File: src/rtl/tnoc_stream_demux_pkg.sv
// Shared types and helpers for the stream demultiplexer.
package tnoc_stream_demux_pkg;

   localparam int unsigned MaxEntries = 32;

   typedef enum logic [1:0] {
      StIdle  = 2'd0,
      StRoute = 2'd1,
      StDrop  = 2'd2
   } demux_state_e;

   // True when exactly one bit of v is set.
   function automatic logic is_onehot(input logic [MaxEntries-1:0] v);
      return (v != '0) && ((v & (v - 32'd1)) == '0);
   endfunction

endpackage

File: src/rtl/tnoc_demux_slot.sv
// One-entry output register for a single demux channel; empty slots present DEFAULT.
module tnoc_demux_slot #(
   parameter int unsigned     WIDTH   = 8,
   parameter bit [WIDTH-1:0]  DEFAULT = '0
) (
   input  logic             i_clk,
   input  logic             i_rst,
   input  logic             i_load,
   input  logic [WIDTH-1:0] i_value,
   input  logic             i_ready,
   output logic             o_valid,
   output logic [WIDTH-1:0] o_value
);

   logic             valid_q, valid_d;
   logic [WIDTH-1:0] value_q, value_d;

   // A load wins over a take so a same-cycle take and refill keeps the slot full.
   always_comb begin
      valid_d = valid_q;
      value_d = value_q;
      if (i_load) begin
         valid_d = 1'b1;
         value_d = i_value;
      end else if (valid_q && i_ready) begin
         valid_d = 1'b0;
         value_d = DEFAULT;
      end
   end

   always_ff @(posedge i_clk or posedge i_rst) begin
      if (i_rst) begin
         valid_q <= 1'b0;
         value_q <= DEFAULT;
      end else begin
         valid_q <= valid_d;
         value_q <= value_d;
      end
   end

   assign o_valid = valid_q;
   assign o_value = value_q;

endmodule

File: src/rtl/tnoc_stream_demux.sv
// Packet-level stream demultiplexer: routes each packet to the one-hot selected channel.
module tnoc_stream_demux
   import tnoc_stream_demux_pkg::*;
#(
   parameter int unsigned    WIDTH   = 8,
   parameter int unsigned    ENTRIES = 8,
   parameter bit [WIDTH-1:0] DEFAULT = '0
) (
   input  logic               i_clk,
   input  logic               i_rst,
   input  logic               i_valid,
   output logic               o_ready,
   input  logic [WIDTH-1:0]   i_value,
   input  logic               i_sop,
   input  logic               i_eop,
   input  logic [ENTRIES-1:0] i_select,
   output logic [ENTRIES-1:0] o_valid,
   input  logic [ENTRIES-1:0] i_ready,
   output logic [WIDTH-1:0]   o_value [ENTRIES],
   output logic               o_error
);

   demux_state_e       state_q;
   logic [ENTRIES-1:0] sel_q;
   logic               error_q;

   logic               sel_ok;
   logic [ENTRIES-1:0] tgt;
   logic               slot_free;
   logic               accept;
   logic               drop;
   logic [ENTRIES-1:0] load;

   always_comb begin
      sel_ok    = is_onehot(MaxEntries'(i_select));
      tgt       = (state_q == StRoute) ? sel_q : i_select;
      slot_free = |(tgt & (~o_valid | i_ready));

      unique case (state_q)
         StIdle:  o_ready = sel_ok ? slot_free : 1'b1;
         StRoute: o_ready = slot_free;
         StDrop:  o_ready = 1'b1;
         default: o_ready = 1'b0;
      endcase
      if (i_rst) o_ready = 1'b0;

      accept = i_valid && o_ready;
      load   = '0;
      if (accept) begin
         if (state_q == StRoute) begin
            load = sel_q;
         end else if (state_q == StIdle && i_sop && sel_ok) begin
            load = i_select;
         end
      end
      // Every accepted beat that lands in no slot is a drop.
      drop = accept && (load == '0);
   end

   always_ff @(posedge i_clk or posedge i_rst) begin
      if (i_rst) begin
         state_q <= StIdle;
         sel_q   <= '0;
         error_q <= 1'b0;
      end else begin
         error_q <= drop;
         if (accept) begin
            unique case (state_q)
               StIdle: begin
                  if (i_sop && sel_ok) begin
                     sel_q <= i_select;
                     if (!i_eop) state_q <= StRoute;
                  end else if (i_sop && !i_eop) begin
                     state_q <= StDrop;
                  end
               end
               StRoute, StDrop: begin
                  if (i_eop) state_q <= StIdle;
               end
               default: state_q <= StIdle;
            endcase
         end
      end
   end

   assign o_error = error_q;

   for (genvar g = 0; g < int'(ENTRIES); g++) begin : g_slot
      tnoc_demux_slot #(
         .WIDTH   (WIDTH),
         .DEFAULT (DEFAULT)
      ) u_slot (
         .i_clk   (i_clk),
         .i_rst   (i_rst),
         .i_load  (load[g]),
         .i_value (i_value),
         .i_ready (i_ready[g]),
         .o_valid (o_valid[g]),
         .o_value (o_value[g])
      );
   end

endmodule

File: config.mk
export PLATFORM = sky130hd
export DESIGN_NAME = tnoc_stream_demux
export DESIGN_NICKNAME = d
export VERILOG_FILES = /design/src/rtl/tnoc_stream_demux_pkg.sv /design/src/rtl/tnoc_demux_slot.sv /design/src/rtl/tnoc_stream_demux.sv
export SDC_FILE = /design/constraint.sdc
export NUM_CORES = 1
export LEC_CHECK = 0
export ABC_AREA = 0
export BUFFER_PORTS_ARGS = -buffer_cell sky130_fd_sc_hd__buf_2
export CORE_AREA = 2 2 80 102
export DETAILED_ROUTE_END_ITERATION = 6
export DIE_AREA = 0 0 82 104
export HOLD_SLACK_MARGIN = 0.06
export PLACE_DENSITY = 0.79
export SYNTH_ARGS = -nofsm -noshare
export SYNTH_HDL_FRONTEND = slang
export SYNTH_SLANG_ARGS = --single-unit
File: constraint.sdc
create_clock -name i_clk -period 3.6 [get_ports i_clk]
set_input_delay 0.54 -clock i_clk [delete_from_list [all_inputs] [get_ports i_clk]]
set_output_delay 0.54 -clock i_clk [all_outputs]
set_load 0.02 [all_outputs]
==> impl_metrics.env <==
export IMPL_final_layout_size_suffix_gt1_share_pct=30.6
export IMPL_cts_tree="yes"
export IMPL_synth_seq_cells=83
export IMPL_clk_latency_ns=0.35
export IMPL_die_width_um=82
export IMPL_finalSetupViolations=0
export IMPL_grt_pass1_vias=2983
export IMPL_viasPerCell=5.38
export IMPL_leakage_nw=2.39
export IMPL_finClkSkew_ns=0.00709
export IMPL_cts_setup_buffers=0
export IMPL_reg2reg_to="g_slot[0].u_slot.o_value[5]"
export IMPL_port_buffers=102
export IMPL_drt_initial_drc_count=253
export IMPL_post_synth_top_area_fraction_pct=53.1
export IMPL_dpl_instance_area_sq_mm=0.00442
export IMPL_yosys_top_cells_area="dfrtp_1 (53%), mux2i_1 (18%), nand2_1 (8.4%), mux2_2 (2.3%), inv_1 (2.1%)"
export IMPL_die_area_sq_mm=0.00853
export IMPL_yosys_area_share_simple_pct=14.2
export IMPL_hold_path_class="in2async"
export IMPL_yosysWarnings=0
export IMPL_clock_tree_root_cell="clkbuf_8"
export IMPL_antenna_found_initial=0
export IMPL_cpPeakStageDelay_ns=0.59
export IMPL_p_per_area_mw_per_mm2=445
export IMPL_timing_setup_tns_ns=0
export IMPL_syn_nets=382
export IMPL_clockBufferDepth=2
export IMPL_clk_pin_slew_ns=0.08
export IMPL_synth_xor_area_share_pct=0
export IMPL_hold_viol_final=0
export IMPL_cts_made_buffers=9
export IMPL_report_final_slew_viol_count=0
export IMPL_firstDrtPassIters=4
export IMPL_synth_compound_area_share_pct=5.38
export IMPL_required_ns=3.06
export IMPL_finalNetCount=482
export IMPL_start_util_pct=51.7
export IMPL_dpl_hpwl_um=6800
export IMPL_crit_slowest_cell="ha_1"
export IMPL_synth_cell_types=35
export IMPL_synth_largest_area_cell="dfrtp_1"
export IMPL_cp_arrival_ns=2.64
export IMPL_min_period_ns=3.18
export IMPL_relSlewSlack_pct=31.9
export IMPL_wire_per_inst_um=17.0
export IMPL_critPathCaptureType="output port"
export IMPL_cts_htree_levels=3
export IMPL_vias=2952
export IMPL_overflow=0
export IMPL_io_pins=103
export IMPL_syn_area_sq_mm=0.00391
export IMPL_rows=36
export IMPL_seq_area_frac_synth_pct=53.1
export IMPL_startpoint_type="flop"
export IMPL_antenna_cells=0
export IMPL_antenna_left=0
export IMPL_worst_pin_slew_ns=1.02
export IMPL_area_growth_synth_to_final_pct=18.0
export IMPL_synthAdderAreaFrac_pct=1.28
export IMPL_crit_chain="inv_1 > ha_1 > mux2i_1 > o22ai_1 > a2111oi_1 > nand2_1 > o21a_1 > buf_2"
export IMPL_stdcell_area_sq_mm=0.00462
export IMPL_synth_top_family_by_area="multiplexers"
export IMPL_grt_total_usage_pct=23.0
export IMPL_worstSetupPathType="reg2out"
export IMPL_core_area_sq_mm=0.00757
export IMPL_gp_congestion=0.969
export IMPL_ir_worst_vdd_mv=0.223
export IMPL_drv_cap=0
export IMPL_numClockSinks=83
export IMPL_die_h_um=104
export IMPL_syn_area_per_cell_sq_um=11.2
export IMPL_r2r_cells=9
export IMPL_critPathMaxFanout=19
export IMPL_drc=0
export IMPL_drt_total_wl_um=9310
export IMPL_grt_pass1_wl_um=14800
export IMPL_r2r_start="state_q[1]"
export IMPL_muxShareOfSynthArea_pct=20.2
export IMPL_hold_buffers=0
export IMPL_r2r_slack_ns=0.56
export IMPL_max_freq_ghz=0.314
export IMPL_hold_ws_ns=0.400
export IMPL_status="finished clean"
export IMPL_cts_repair_resized=0
export IMPL_grt_max_degree=60
export IMPL_rsz0062_at_grt="false"
export IMPL_post_route_period_util_pct=88.3
export IMPL_syn_inst=349
## worst max path at each step
stage / slack (ns) / endpoint / start
after floorplan: 0.92 / g_slot[0].u_slot.o_valid / i_rst
after global placement: 0.73 / g_slot[0].u_slot.o_value[0] / state_q[1]
after detailed placement: 0.58 / g_slot[0].u_slot.o_value[5] / state_q[1]
after CTS: 0.42 / o_ready / state_q[1]
after global routing: 0.17 / o_ready / state_q[1]
final: 0.42 / o_ready / state_q[1]
## worst max-delay path: cells and delay by family (launching register included)
| kind | cells | cell delay, ns |
|---|---|---|
| AOI/OAI and AO/OA | 3 | 0.64 |
| adders and majority gates | 1 | 0.59 |
| DFF | 1 | 0.40 |
| buffers and inverters | 2 | 0.26 |
| muxes | 1 | 0.25 |
| and+or+nand+nor | 1 | 0.15 |
## cells by family after synthesis
group	count (synthesis)
simple gates	118
flops	83
mux	78
buf+inv	38
compound gates	28
fa+ha+maj	4
## state kept, by name (all words and copies together) (netlist names)
name / cells
g_slot.u_slot.o_value: 64
state_q: 2
g_slot.u_slot.o_valid: 8
sel_q: 8
o_error: 1
## power breakdown
part	leakage, nW	switching, mW	internal [mW]
Combinational	1.16	0.252	0.132
Sequential	1.14	0.0292	0.977
Clock	0.0926	0.325	0.339
Total	2.39	0.606	1.45
## cells in the final DEF, fill, tap and decap left out, types with 2 or more instances in the layout
| cell | n |
|---|---|
| mux2_2 | 8 |
| a22oi_1 | 4 |
| nand4b_1 | 2 |
| nand4_1 | 3 |
| clkbuf_8 | 10 |
| o21ai_0 | 5 |
| clkbuf_1 | 2 |
| clkinvlp_4 | 2 |
| inv_1 | 21 |
| dfrtp_1 | 83 |
| a21oi_2 | 3 |
| nand2_1 | 88 |
| nor2_1 | 3 |
| mux2i_1 | 70 |
| nor4_1 | 2 |
| a211oi_1 | 2 |
| nor3_1 | 3 |
| nor2b_1 | 4 |
| or2_1 | 4 |
| nor2_4 | 4 |
| o22ai_1 | 2 |
| ha_1 | 4 |
| buf_2 | 102 |
| a21o_1 | 4 |
| buf_4 | 3 |
| clkinv_2 | 2 |
## routing by layer
layer,up-vias,share of wire (%),track usage (%)
met3,16,5.5,3.82
met4,0,1.9,9.29
met2,98,50,35.8
li1,1374,-,-
met5,-,0,0
met1,1464,43,31.7
## layout make-up
class | count | area (sq um)
Fill cell | 659 | 2950
Sequential cell | 83 | 2080
Multi-Input combinational cell | 228 | 1610
Timing Repair Buffer | 105 | 533
Clock buffer | 12 | 145
Tap cell | 95 | 119
Inverter | 22 | 83.8
Clock inverter | 4 | 50.0
## stage by stage
step                      util (%)  total power, mW  cells  worst slack, ns
after floorplan                  -             1.29    349            0.923
after global placement        58.4             1.40    533            0.728
after detailed placement      58.4             1.41    533            0.578
after CTS                     61.0             2.07    549            0.415
after global routing          61.0             2.15    549            0.174
final                         61.0             2.05    549            0.420
## cell usage after synthesis
master / count
nand4_1: 3
ha_1: 4
nor4_2: 1
a2111oi_1: 1
a21oi_2: 3
o211ai_2: 1
inv_1: 22
nand4b_1: 2
a21oi_1: 1
dfrtp_1: 83
nor2b_1: 4
o21ai_0: 5
or2_1: 4
a211o_1: 1
nor4_4: 1
mux2_2: 8
or3_1: 1
o2111a_1: 1
a31oi_1: 1
a22oi_1: 4
mux2i_1: 70
a211oi_1: 2
o21a_1: 1
nor3_2: 1
nor2_4: 4
buf_6: 6
nor2_1: 3
nand2b_1: 1
buf_4: 10
a222oi_1: 1
nand2_1: 88
nor3_1: 3
nor4_1: 2
a21o_1: 4
o22ai_1: 2
Power figures use the tool's default switching activity.
